### src/rtl/uart_rx.sv
// uart_rx: 8-bit UART receiver, selectable even/odd parity, one stop bit.
// The bit clock is a 16x oversampling tick derived from the system clock.
// Define UART_RX_FIFO_EN to replace the single holding register with a 4-entry FIFO.
module uart_rx #(
  parameter int unsigned CLK_FREQ   = 24000000,
  parameter int unsigned BAUD       = 9600,
  parameter int unsigned OVERSAMPLE = 16
) (
  input  logic       clk,
  input  logic       rst_n,
  input  logic       rx,
  input  logic       Parity_sel,
  input  logic       rd_ack,
  output logic [7:0] rx_data,
  output logic       rx_valid,
  output logic       data_ready,
  output logic       parity_err,
  output logic       frame_err,
  output logic       overrun,
  output logic       busy
);

  localparam int unsigned DIV          = CLK_FREQ / (BAUD * OVERSAMPLE);
  localparam int unsigned TW           = (DIV > 1) ? $clog2(DIV) : 1;
  localparam int unsigned SW           = $clog2(OVERSAMPLE);
  localparam int unsigned START_SAMPLE = OVERSAMPLE / 2 - 1;
  localparam int unsigned LAST_SAMPLE  = OVERSAMPLE - 1;

  typedef enum logic [2:0] {
    StIdle,
    StStart,
    StData,
    StParity,
    StStop,
    StBreak
  } state_e;

  state_e          state_q, state_d;
  logic            rx_meta_q, rxs_q;
  logic [TW-1:0]   tick_cnt_q;
  logic            tick, tick_clr;
  logic [SW-1:0]   samp_cnt_q, samp_cnt_d;
  logic [2:0]      bit_cnt_q, bit_cnt_d;
  logic [7:0]      shift_q, shift_d;
  logic            psel_q, psel_d;
  logic            perr_q, perr_d;
  logic            complete;
  logic            sample;

  // Two-flop synchronizer for the asynchronous serial line; idles high.
  always_ff @(posedge clk or negedge rst_n) begin
    if (!rst_n) begin
      rx_meta_q <= 1'b1;
      rxs_q     <= 1'b1;
    end else begin
      rx_meta_q <= rx;
      rxs_q     <= rx_meta_q;
    end
  end

  // Oversampling tick divider; restarted on a start edge so sampling phase is fixed.
  always_ff @(posedge clk or negedge rst_n) begin
    if (!rst_n) begin
      tick_cnt_q <= '0;
    end else if (tick_clr || tick) begin
      tick_cnt_q <= '0;
    end else begin
      tick_cnt_q <= tick_cnt_q + 1'b1;
    end
  end

  assign tick   = (tick_cnt_q == TW'(DIV - 1));
  assign sample = tick && (samp_cnt_q == SW'(LAST_SAMPLE));

  // FSM and datapath state registers.
  always_ff @(posedge clk or negedge rst_n) begin
    if (!rst_n) begin
      state_q    <= StIdle;
      samp_cnt_q <= '0;
      bit_cnt_q  <= '0;
      shift_q    <= '0;
      psel_q     <= 1'b0;
      perr_q     <= 1'b0;
    end else begin
      state_q    <= state_d;
      samp_cnt_q <= samp_cnt_d;
      bit_cnt_q  <= bit_cnt_d;
      shift_q    <= shift_d;
      psel_q     <= psel_d;
      perr_q     <= perr_d;
    end
  end

  // Next-state logic: frame sequencing and bit sampling.
  always_comb begin
    state_d    = state_q;
    samp_cnt_d = samp_cnt_q;
    bit_cnt_d  = bit_cnt_q;
    shift_d    = shift_q;
    psel_d     = psel_q;
    perr_d     = perr_q;
    tick_clr   = 1'b0;
    complete   = 1'b0;
    if (tick && (state_q inside {StStart, StData, StParity, StStop})) begin
      samp_cnt_d = samp_cnt_q + 1'b1;
    end
    case (state_q)
      StIdle: begin
        if (!rxs_q) begin
          state_d    = StStart;
          tick_clr   = 1'b1;
          samp_cnt_d = '0;
        end
      end
      StStart: begin
        // Decide on the tick that brings the sample count to mid-bit.
        if (tick && (samp_cnt_q == SW'(START_SAMPLE - 1))) begin
          if (rxs_q) begin
            state_d = StIdle;
          end else begin
            psel_d     = Parity_sel;
            samp_cnt_d = '0;
            bit_cnt_d  = '0;
            state_d    = StData;
          end
        end
      end
      StData: begin
        if (sample) begin
          shift_d   = {rxs_q, shift_q[7:1]};
          bit_cnt_d = bit_cnt_q + 1'b1;
          if (bit_cnt_q == 3'd7) begin
            state_d = StParity;
          end
        end
      end
      StParity: begin
        if (sample) begin
          perr_d  = (^shift_q) ^ rxs_q ^ psel_q;
          state_d = StStop;
        end
      end
      StStop: begin
        if (sample) begin
          complete = 1'b1;
          state_d  = rxs_q ? StIdle : StBreak;
        end
      end
      StBreak: begin
        // Line must return high before another start edge is accepted.
        if (rxs_q) begin
          state_d = StIdle;
        end
      end
      default: state_d = StIdle;
    endcase
  end

  // Per-frame status: one-cycle valid pulse and flags held until the next frame.
  always_ff @(posedge clk or negedge rst_n) begin
    if (!rst_n) begin
      rx_valid   <= 1'b0;
      parity_err <= 1'b0;
      frame_err  <= 1'b0;
    end else begin
      rx_valid <= complete;
      if (complete) begin
        parity_err <= perr_q;
        frame_err  <= ~rxs_q;
      end
    end
  end

  assign busy = (state_q != StIdle);

`ifdef UART_RX_FIFO_EN
  logic [7:0] mem_q [4];
  logic [1:0] wr_ptr_q, rd_ptr_q;
  logic [2:0] count_q;
  logic       push, pop, full;

  assign full = (count_q == 3'd4);
  assign pop  = rd_ack && (count_q != 3'd0);
  // A same-cycle pop frees the slot for the incoming byte.
  assign push = complete && (!full || pop);

  // Receive FIFO storage, pointers, occupancy and sticky overrun.
  always_ff @(posedge clk or negedge rst_n) begin
    if (!rst_n) begin
      for (int i = 0; i < 4; i++) begin
        mem_q[i] <= '0;
      end
      wr_ptr_q <= '0;
      rd_ptr_q <= '0;
      count_q  <= '0;
      overrun  <= 1'b0;
    end else begin
      if (push) begin
        mem_q[wr_ptr_q] <= shift_q;
        wr_ptr_q        <= wr_ptr_q + 1'b1;
      end
      if (pop) begin
        rd_ptr_q <= rd_ptr_q + 1'b1;
      end
      count_q <= count_q + {2'b00, push} - {2'b00, pop};
      if (complete && !push) begin
        overrun <= 1'b1;
      end else if (rd_ack && !complete) begin
        overrun <= 1'b0;
      end
    end
  end

  assign rx_data    = mem_q[rd_ptr_q];
  assign data_ready = (count_q != 3'd0);
`else
  // Single holding register; a new byte always lands, flagging overrun if unread.
  always_ff @(posedge clk or negedge rst_n) begin
    if (!rst_n) begin
      rx_data    <= '0;
      data_ready <= 1'b0;
      overrun    <= 1'b0;
    end else begin
      if (complete) begin
        rx_data    <= shift_q;
        data_ready <= 1'b1;
        if (data_ready && !rd_ack) begin
          overrun <= 1'b1;
        end
      end else if (rd_ack) begin
        data_ready <= 1'b0;
        overrun    <= 1'b0;
      end
    end
  end
`endif

endmodule

### config.mk
export PLATFORM = sky130hd
export DESIGN_NAME = uart_rx
export DESIGN_NICKNAME = d
export VERILOG_FILES = /design/src/rtl/uart_rx.sv
export SDC_FILE = /design/constraint.sdc
export NUM_CORES = 1
export LEC_CHECK = 0
export CORE_MARGIN = 8
export CORE_UTILIZATION = 35
export DETAILED_ROUTE_END_ITERATION = 10
export GPL_TIMING_DRIVEN = 0
export MAX_ROUTING_LAYER = met4
export PLACE_DENSITY = 0.56
export SYNTH_ARGS = -nofsm -noshare
export SYNTH_HDL_FRONTEND = slang
export SYNTH_SLANG_ARGS = --single-unit
### constraint.sdc
create_clock -name clk -period 2.3 [get_ports clk]
set_input_delay 0.345 -clock clk [delete_from_list [all_inputs] [get_ports clk]]
set_output_delay 0.345 -clock clk [all_outputs]
set_load 0.05 [all_outputs]
==> metrics.json, run 1 <==
{
  "die_area_mm2": 0.008539,
  "layout_min_cycle_time_ns": 2.062,
  "n_antenna_cell": 0,
  "slew_headroom_pct": 65.80,
  "rsz0062_at_grt": "no",
  "synthesized_net_count": 198,
  "final_layout_size_suffix_gt1_share_pct": 17.13,
  "max_vdd_drop_v": 0.0002544,
  "insertion_delay_ns": 0.30,
  "critPathCaptureType": "output pin",
  "worst_ep_required_time_ns": 1.96,
  "yosys.area_share.adder_pct": 3.062,
  "timing_max_transition_violations_final": 0,
  "hold_slack_ns": 0.3580,
  "drt-met1-wl_um": 1917,
  "finish.net_count": 225,
  "yosysWarningCount": 0,
  "criticalPathCategory": "reg2out",
  "grt_first_pass_wirelength_um": 6782,
  "ctsRootBufferMaster": "sky130_fd_sc_hd__clkbuf_8",
  "run_status": "finished, final reports clean",
  "leakage_uw": 0.001124,
  "gp_routability_congestion": 0.8218,
  "reg2reg_depth": 6,
  "synth_compound_area_share_pct": 8.328,
  "netlist_instances": 188,
  "number_of_setup_violations_in_the_final_report": 0,
  "track_usage_pct": 10.13,
  "post_detailed_routing_wire_length_um": 3785,
  "worst-endpoint-arrival_ns": 1.72,
  "initial_core_util_pct": 35.35,
  "top_level_ports": 19,
  "seq_area_frac_synth_pct": 52.79,
  "finalCoreUtilization_pct": 41.97,
  "crit_path_max_fanout": 8,
  "clkTransAtPathRegs_ns": 0.08,
  "drv_cap": 0,
  "power.density_mw_per_mm2": 523.8,
  "worstReg2RegEnd": "psel_q",
  "crit-reg2reg-launch": "tick_cnt_q[0]",
  "netlist-cell-type-count": 43,
  "timing_hold_violations_final": 0,
  "setup.worst_path.start": "state_q[1]",
  "routed_wire_length_per_instance_um": 13.01,
  "tritoncts_clock_tree": "yes",
  "dp_hpwl_um": 2647,
  "placement.io_buffers": 18,
  "h_tree_lvls": 2,
  "total_gr_overflow": 0,
  "fp-row-count": 28,
  "setup.worst_path.start_class": "flop",
  "clkSinkCount": 43,
  "netlist_area_pre_place_mm2": 0.002043,
  "drtPass1Iterations": 4,
  "first_global_vias": 1357,
  "ys_seq_elements": 43,
  "numPlacedInstances": 282,
  "stdcell_count": 291,
  "tightest_slew_ns": 0.5050,
  "drt_first_iter_violations": 113,
  "yosys.area.top_type": "sky130_fd_sc_hd__dfrtp_1",
  "rrSetupSlack_ns": 0.31,
  "drt.antenna.violating_nets": 0,
  "fin_setup_tns_ns": 0,
  "area_growth_syn_to_layout_pct": 18.74,
  "detail_route.drc_violations": 0,
  "synth.area.top_cells": "sky130_fd_sc_hd__dfrtp_1 50%, sky130_fd_sc_hd__nand2_1 6.6%, sky130_fd_sc_hd__mux2_2 5.5%, sky130_fd_sc_hd__xnor2_1 5.1%, sky130_fd_sc_hd__ha_1 3.1%",
  "die_height_um": 92.41,
  "dr_wl_met3_um": 142,
  "synth_top_family_by_area": "simple AND/OR/NAND/NOR gates",
  "syn-mean-instance-area_um2": 10.87,
  "timing.fmax_ghz": 0.4850,
  "post_synth_and_or_nand_nor_area_fraction_pct": 20.51,
  "drt-vias-per-instance": 4.732,
  "dpl_worst_slack_ns": 0.2920,
  "chipWidth_um": 92.41,
  "yosys-mux-area-fraction_pct": 5.511,
  "grt_max_degree": 31,
  "core_mm2": 0.005781,
  "max-clock-path-buffers": 2,
  "number_of_antenna_violations_at_the_first_check_in_global_routing": 0,
  "layout_worst_path_cycle_share_pct": 89.64,
  "hold_path_cells": 0,
  "n_fill_cell": 584,
  "routed-via-count": 1377,
  "post-synth-top-area-fraction_pct": 50.21,
  "min-delay-path-class": "reg2reg",
  "final.setup_skew_ns": 0.007947,
  "top_layer": "met4",
  "cts_buffers": 5,
  "wl_met2_um": 1632,
  "synth-xor-area-share_pct": 7.716,
  "timing.final.ws_setup_ns": 0.2382,
  "critPathCapture": "busy"
}
[worst max-delay path, cell delays in order, from the launching register on]
cell	delay (ns)
sky130_fd_sc_hd__dfrtp_1	0.37
sky130_fd_sc_hd__clkbuf_1	0.17
sky130_fd_sc_hd__or3_1	0.44
sky130_fd_sc_hd__dlygate4sd2_1	0.44
[layer usage]
metal / vias to the layer above / track usage (%)
li1: 692 / -
met1: 655 / 13.47
met2: 23 / 13.77
met3: 7 / 2.832
met4: 0 / 4.966
met5: - / -
[cell families after synthesis]
family	Yosys count
simple gates	79
flops	43
compound gates	23
xor+xnor	18
buf+inv	10
mux	10
fa+ha+maj	5
[placed cells by master, fill, tap and decap left out, drive strengths merged, types with 2 or more instances in the layout]
cell | synthesis | final
a211oi | 2 | 2
a21oi | 4 | 4
a22o | 2 | 2
and3 | 4 | 4
buf | 4 | 6
clkbuf | 2 | 8
clkdlybuf4s50 | 0 | 16
dfrtp | 41 | 41
dfstp | 2 | 2
ha | 5 | 5
inv | 4 | 4
mux2 | 10 | 10
nand2 | 37 | 37
nand3 | 7 | 7
nor2 | 17 | 17
nor3 | 2 | 2
o21ai | 8 | 8
xnor2 | 12 | 12
xor2 | 6 | 6
[cells in the mapped netlist]
cell	number
sky130_fd_sc_hd__dfrtp_1	41
sky130_fd_sc_hd__nand2_1	36
sky130_fd_sc_hd__nor2_1	16
sky130_fd_sc_hd__xnor2_1	12
sky130_fd_sc_hd__mux2_2	10
sky130_fd_sc_hd__o21ai_0	7
sky130_fd_sc_hd__nand3_1	6
sky130_fd_sc_hd__xor2_1	6
sky130_fd_sc_hd__ha_1	5
sky130_fd_sc_hd__a21oi_1	4
sky130_fd_sc_hd__buf_2	4
sky130_fd_sc_hd__inv_1	4
sky130_fd_sc_hd__a211oi_1	2
sky130_fd_sc_hd__a22o_1	2
sky130_fd_sc_hd__and3_1	2
sky130_fd_sc_hd__and3_2	2
sky130_fd_sc_hd__clkbuf_1	2
sky130_fd_sc_hd__dfstp_2	2
sky130_fd_sc_hd__a2111oi_4	1
sky130_fd_sc_hd__a21o_2	1
sky130_fd_sc_hd__and2_1	1
sky130_fd_sc_hd__and3b_1	1
sky130_fd_sc_hd__and4bb_4	1
sky130_fd_sc_hd__nand2_4	1
sky130_fd_sc_hd__nand2b_1	1
sky130_fd_sc_hd__nand3_2	1
sky130_fd_sc_hd__nand3b_1	1
sky130_fd_sc_hd__nand4_1	1
sky130_fd_sc_hd__nand4b_1	1
sky130_fd_sc_hd__nor2_4	1
sky130_fd_sc_hd__nor3_1	1
sky130_fd_sc_hd__nor3_4	1
sky130_fd_sc_hd__nor3b_1	1
sky130_fd_sc_hd__nor4_4	1
sky130_fd_sc_hd__o21ai_1	1
sky130_fd_sc_hd__o21bai_1	1
sky130_fd_sc_hd__o221ai_1	1
sky130_fd_sc_hd__o311ai_1	1
sky130_fd_sc_hd__o31ai_1	1
sky130_fd_sc_hd__o32ai_1	1
sky130_fd_sc_hd__or2_2	1
sky130_fd_sc_hd__or3_1	1
sky130_fd_sc_hd__or3b_4	1
[through the flow]
step	total power, uW	cell area [um^2]
after floorplan	781.1	2043
after global placement	805.2	2317
after detailed placement	808.1	2332
after CTS	1291	2426
after global routing	1328	2426
final	1271	2426
[report_power, final]
group / internal [uW] / leakage (uW) / switching [uW]
combinational: 12.9 / 0.000504 / 20.9
sequential: 758 / 0.000579 / 0.341
clock: 212 / 0.0000412 / 266
[area by class of cell]
type | count | area, um^2 | share of cell area, %
Sequential cell | 43 | 1079 | 44.46
Multi-Input combinational cell | 135 | 922.1 | 38.01
Timing Repair Buffer | 20 | 203.9 | 8.406
Tap cell | 75 | 93.84 | 3.868
Clock buffer | 6 | 72.57 | 2.991
Buffer | 6 | 27.53 | 1.135
Inverter | 4 | 15.01 | 0.6189
Clock inverter | 2 | 12.51 | 0.5157
[state kept, by name, indices dropped and copies added (netlist names)]
name and count:
rxs_q 1, overrun 1, perr_q 1, psel_q 1
shift_q 8, rx_data 8, rx_meta_q 1, tick_cnt_q 8
state_q 3, parity_err 1, data_ready 1, bit_cnt_q 3
rx_valid 1, samp_cnt_q 4, frame_err 1
[timing repair]
action,in CTS,in global routing
hold buffers,1,0
hold endpoints to repair,13,0
buffers inserted,0,0
gates resized for setup,1,0
endpoints found under the setup margin,1,0
[how the worst min path moves through the flow]
| stage | start | end | slack [ns] |
|---|---|---|---|
| after global routing | rx_meta_q | rxs_q | 0.36 |
| after floorplan | rst_n | bit_cnt_q[0] | 0.05 |
| after global placement | rx_meta_q | rxs_q | 0.35 |
| after CTS | rx_meta_q | rxs_q | 0.36 |
| final | rx_meta_q | rxs_q | 0.36 |
| after detailed placement | rst_n | tick_cnt_q[0] | 0.28 |
Power figures use the tool's default switching activity.
==> run 2, diff against run 1 <==
ABC_AREA = 1   (was unset)
==> metrics.json, run 2 <==
{
  "timing.final.ws_setup_ns": 0.4634,
  "dpl_worst_slack_ns": 0.3832,
  "groute.layer.met2.usage_pct": 16.12,
  "chipWidth_um": 96.22,
  "global_route.usage.met3_pct": 2.808,
  "routed_wire_length_per_instance_um": 11.09,
  "track_usage_pct": 10.28,
  "n_antenna_cell": 0,
  "gp_routability_congestion": 0.8517,
  "crit_path_max_fanout": 7,
  "critPathCaptureType": "output pin",
  "syn-mean-instance-area_um2": 8.867,
  "power.density_mw_per_mm2": 515.9,
  "worst-endpoint-arrival_ns": 1.49,
  "critical_path.n_buffers_inverters": 1,
  "netlist-cell-type-count": 33,
  "max_vdd_drop_v": 0.0003513,
  "rsz0062_at_grt": "no",
  "worst_ep_required_time_ns": 1.96,
  "path_cells": "nor2_1 > nand2_2 > dlymetal6s2s_1",
  "timing_hold_violations_final": 0,
  "clkTransAtPathRegs_ns": 0.08,
  "synth_edf_count": 0,
  "power.share.combinational_pct": 2.7,
  "setup.worst_path.start": "state_q[1]",
  "synth.area.top_cells": "sky130_fd_sc_hd__dfrtp_1 46%, sky130_fd_sc_hd__nand2_1 13%, sky130_fd_sc_hd__o21ai_2 7.0%, sky130_fd_sc_hd__inv_1 4.2%, sky130_fd_sc_hd__nor2_1 3.0%",
  "grt_first_pass_wirelength_um": 7245,
  "rrSetupSlack_ns": 0.69,
  "area_growth_syn_to_layout_pct": 18.28,
  "synth_common_cells": "78 x sky130_fd_sc_hd__nand2_1, 41 x sky130_fd_sc_hd__dfrtp_1, 25 x sky130_fd_sc_hd__inv_1",
  "post-synth-top-area-fraction_pct": 45.56,
  "drtPass1Iterations": 3,
  "initial_core_util_pct": 35.88,
  "critical_path.slowest_cell": "sky130_fd_sc_hd__dfrtp_1",
  "h_tree_lvls": 2,
  "die_height_um": 96.22,
  "number_of_setup_violations_in_the_final_report": 0,
  "yosys.area.top_type": "sky130_fd_sc_hd__dfrtp_1",
  "netlist_instances": 254,
  "worstReg2RegEnd": "samp_cnt_q[1]",
  "min-delay-path-class": "in2async",
  "critPathCapture": "busy",
  "fp-row-count": 29,
  "layout_min_cycle_time_ns": 1.837,
  "number_of_antenna_violations_at_the_first_check_in_global_routing": 0,
  "netSwitchingFraction_pct": 20.28,
  "placement.io_buffers": 18,
  "final_common_cell": "sky130_fd_sc_hd__nand2_1",
  "slowest_delay_ns": 0.50,
  "sequential_share_of_power_pct": 55.3,
  "final_layout_size_suffix_gt1_share_pct": 18.86,
  "die_area_mm2": 0.009257,
  "critPathTopFamily": "flip-flops",
  "largestRegisters": "rx_data x8, shift_q x8, tick_cnt_q x8",
  "setup.worst_path.start_class": "flop",
  "run_status": "finished, final reports clean",
  "ys_seq_elements": 43,
  "total_gr_overflow": 0,
  "drt_first_iter_violations": 71,
  "slew_headroom_pct": 60.53,
  "criticalPathCategory": "reg2out",
  "drv_cap": 0,
  "tritoncts_clock_tree": "yes",
  "yosysWarningCount": 0,
  "timing_max_transition_violations_final": 0,
  "power.internal_uw": 1096,
  "drt-vias-per-instance": 4.522,
  "groute.layer.met1.usage_pct": 12.44,
  "first_global_vias": 1615,
  "top_level_ports": 19,
  "synth-async-reset-ratio_pct": 100.0,
  "grt_max_degree": 23,
  "core_mm2": 0.006277,
  "post_detailed_routing_wire_length_um": 3970,
  "post_cts.repair.setup_buffers": 0,
  "timing.fmax_ghz": 0.5445,
  "max-clock-path-buffers": 2,
  "leakage_uw": 0.001336,
  "detail_route.drc_violations": 0,
  "cts_buffers": 5,
  "drt.antenna.violating_nets": 0,
  "finish.net_count": 290,
  "synthesized_net_count": 264,
  "worstSetupPathDepth": 3,
  "netlist_area_pre_place_mm2": 0.002252,
  "seq_area_frac_synth_pct": 47.89,
  "final.setup_skew_ns": 0.009220,
  "crit-reg2reg-launch": "tick_cnt_q[0]",
  "design_power_total_uw": 1374,
  "reg2reg_depth": 7,
  "number_of_hold_buffers_added_after_cts": 0,
  "layout_worst_path_cycle_share_pct": 79.85,
  "tightest_slew_ns": 0.5880,
  "layout_common_cells": "78 x sky130_fd_sc_hd__nand2_1, 41 x sky130_fd_sc_hd__dfrtp_1, 25 x sky130_fd_sc_hd__inv_1, 18 x sky130_fd_sc_hd__nor2_1, 18 x sky130_fd_sc_hd__o21ai_2",
  "netSwitchingPower_uw": 278.7,
  "clkSinkCount": 43,
  "routed-via-count": 1619,
  "synth-main-ff-cell": "sky130_fd_sc_hd__dfrtp_1",
  "synthMostInstantiatedCell": "sky130_fd_sc_hd__nand2_1",
  "dp_hpwl_um": 2986,
  "cts_resized": 0,
  "grt-busiest-layer": "met2",
  "power.clock.fraction_pct": 42.0,
  "ctsRootBufferMaster": "sky130_fd_sc_hd__clkbuf_8",
  "insertion_delay_ns": 0.29
}
run 2: cell types whose count changed after synthesis, moves of 6 or more:
cell | previous run | this run
sky130_fd_sc_hd__inv_1 | 4 | 25
sky130_fd_sc_hd__mux2_2 | 10 | 0
sky130_fd_sc_hd__nand2_1 | 36 | 78
sky130_fd_sc_hd__nand3_1 | 6 | 12
sky130_fd_sc_hd__o21ai_2 | 0 | 18
sky130_fd_sc_hd__xnor2_1 | 12 | 1
run 2: worst register-to-register path, cell delays in order, from the launching register on:
cell and delay [ns]:
sky130_fd_sc_hd__dfrtp_1 0.38, sky130_fd_sc_hd__ha_1 0.21, sky130_fd_sc_hd__nand2_1 0.14, sky130_fd_sc_hd__nor2_8 0.16, sky130_fd_sc_hd__nand3_2 0.12, sky130_fd_sc_hd__nand2_2 0.15
sky130_fd_sc_hd__nor3b_4 0.28, sky130_fd_sc_hd__nor2_1 0.07
run 2: worst min-delay path by stage:
stage	start	end
detailed placement	rx_meta_q	rxs_q
CTS	rst_n	rx_data[3]
global route	rst_n	rx_data[3]
global placement	rx_meta_q	rxs_q
floorplan	rst_n	bit_cnt_q[0]
finish	rst_n	shift_q[3]
run 2: layout make-up:
class                           count  area (um^2)
Multi-Input combinational cell    179         1026
Sequential cell                    43         1079
Clock inverter                      2        37.54
Buffer                              3        33.78
Fill cell                         633         3613
Clock buffer                        6        72.57
Tap cell                           77        96.34
Inverter                           29        113.9
Timing Repair Buffer               19        205.2
run 2: cell families (layout without fill, tap and decap cells):
| family | count (synthesis) | count (layout) | synth area share, % |
|---|---|---|---|
| AO/OA/AOI/OAI | 33 | 33 | 11.00 |
| adder cells (fa/ha/maj) | 5 | 5 | 2.778 |
| XOR/XNOR | 6 | 6 | 2.333 |
| AND/OR/NAND/NOR | 135 | 135 | 29.44 |
| buffers and inverters | 32 | 59 | 6.555 |
| flip-flops | 43 | 43 | 47.89 |
run 2: power groups by stage:
stage	sequential (uW)	clock [uW]	combinational, uW
after floorplan	775	0	9.33
after global placement	776	0	33.6
after detailed placement	776	0	38.5
after CTS	761	611	38.7
after global routing	761	641	42.5
final	761	577	36.7
run 2: routing by layer:
| layer | share of wire [%] | wire length [um] |
|---|---|---|
| met3 | 5.2 | 208 |
| met5 | 0 | 0 |
| met2 | 45 | 1781 |
| met4 | 1.1 | 43 |
| met1 | 49 | 1937 |
run 2: stage by stage:
stage / instance area [um^2] / TNS, ns / hold WS [ns] / utilization (%) / cells
2_1_floorplan: 2252 / 0 / 0.04941 / - / 254
5_1_grt: 2664 / 0 / 0.05489 / 42.44 / 358
4_1_cts: 2661 / 0 / 0.04004 / 42.40 / 358
3_3_place_gp: 2529 / -13.34 / 0.3473 / 40.28 / 349
6_report: 2664 / 0 / 0.02858 / 42.44 / 358
3_5_place_dp: 2551 / 0 / 0.3482 / 40.64 / 350
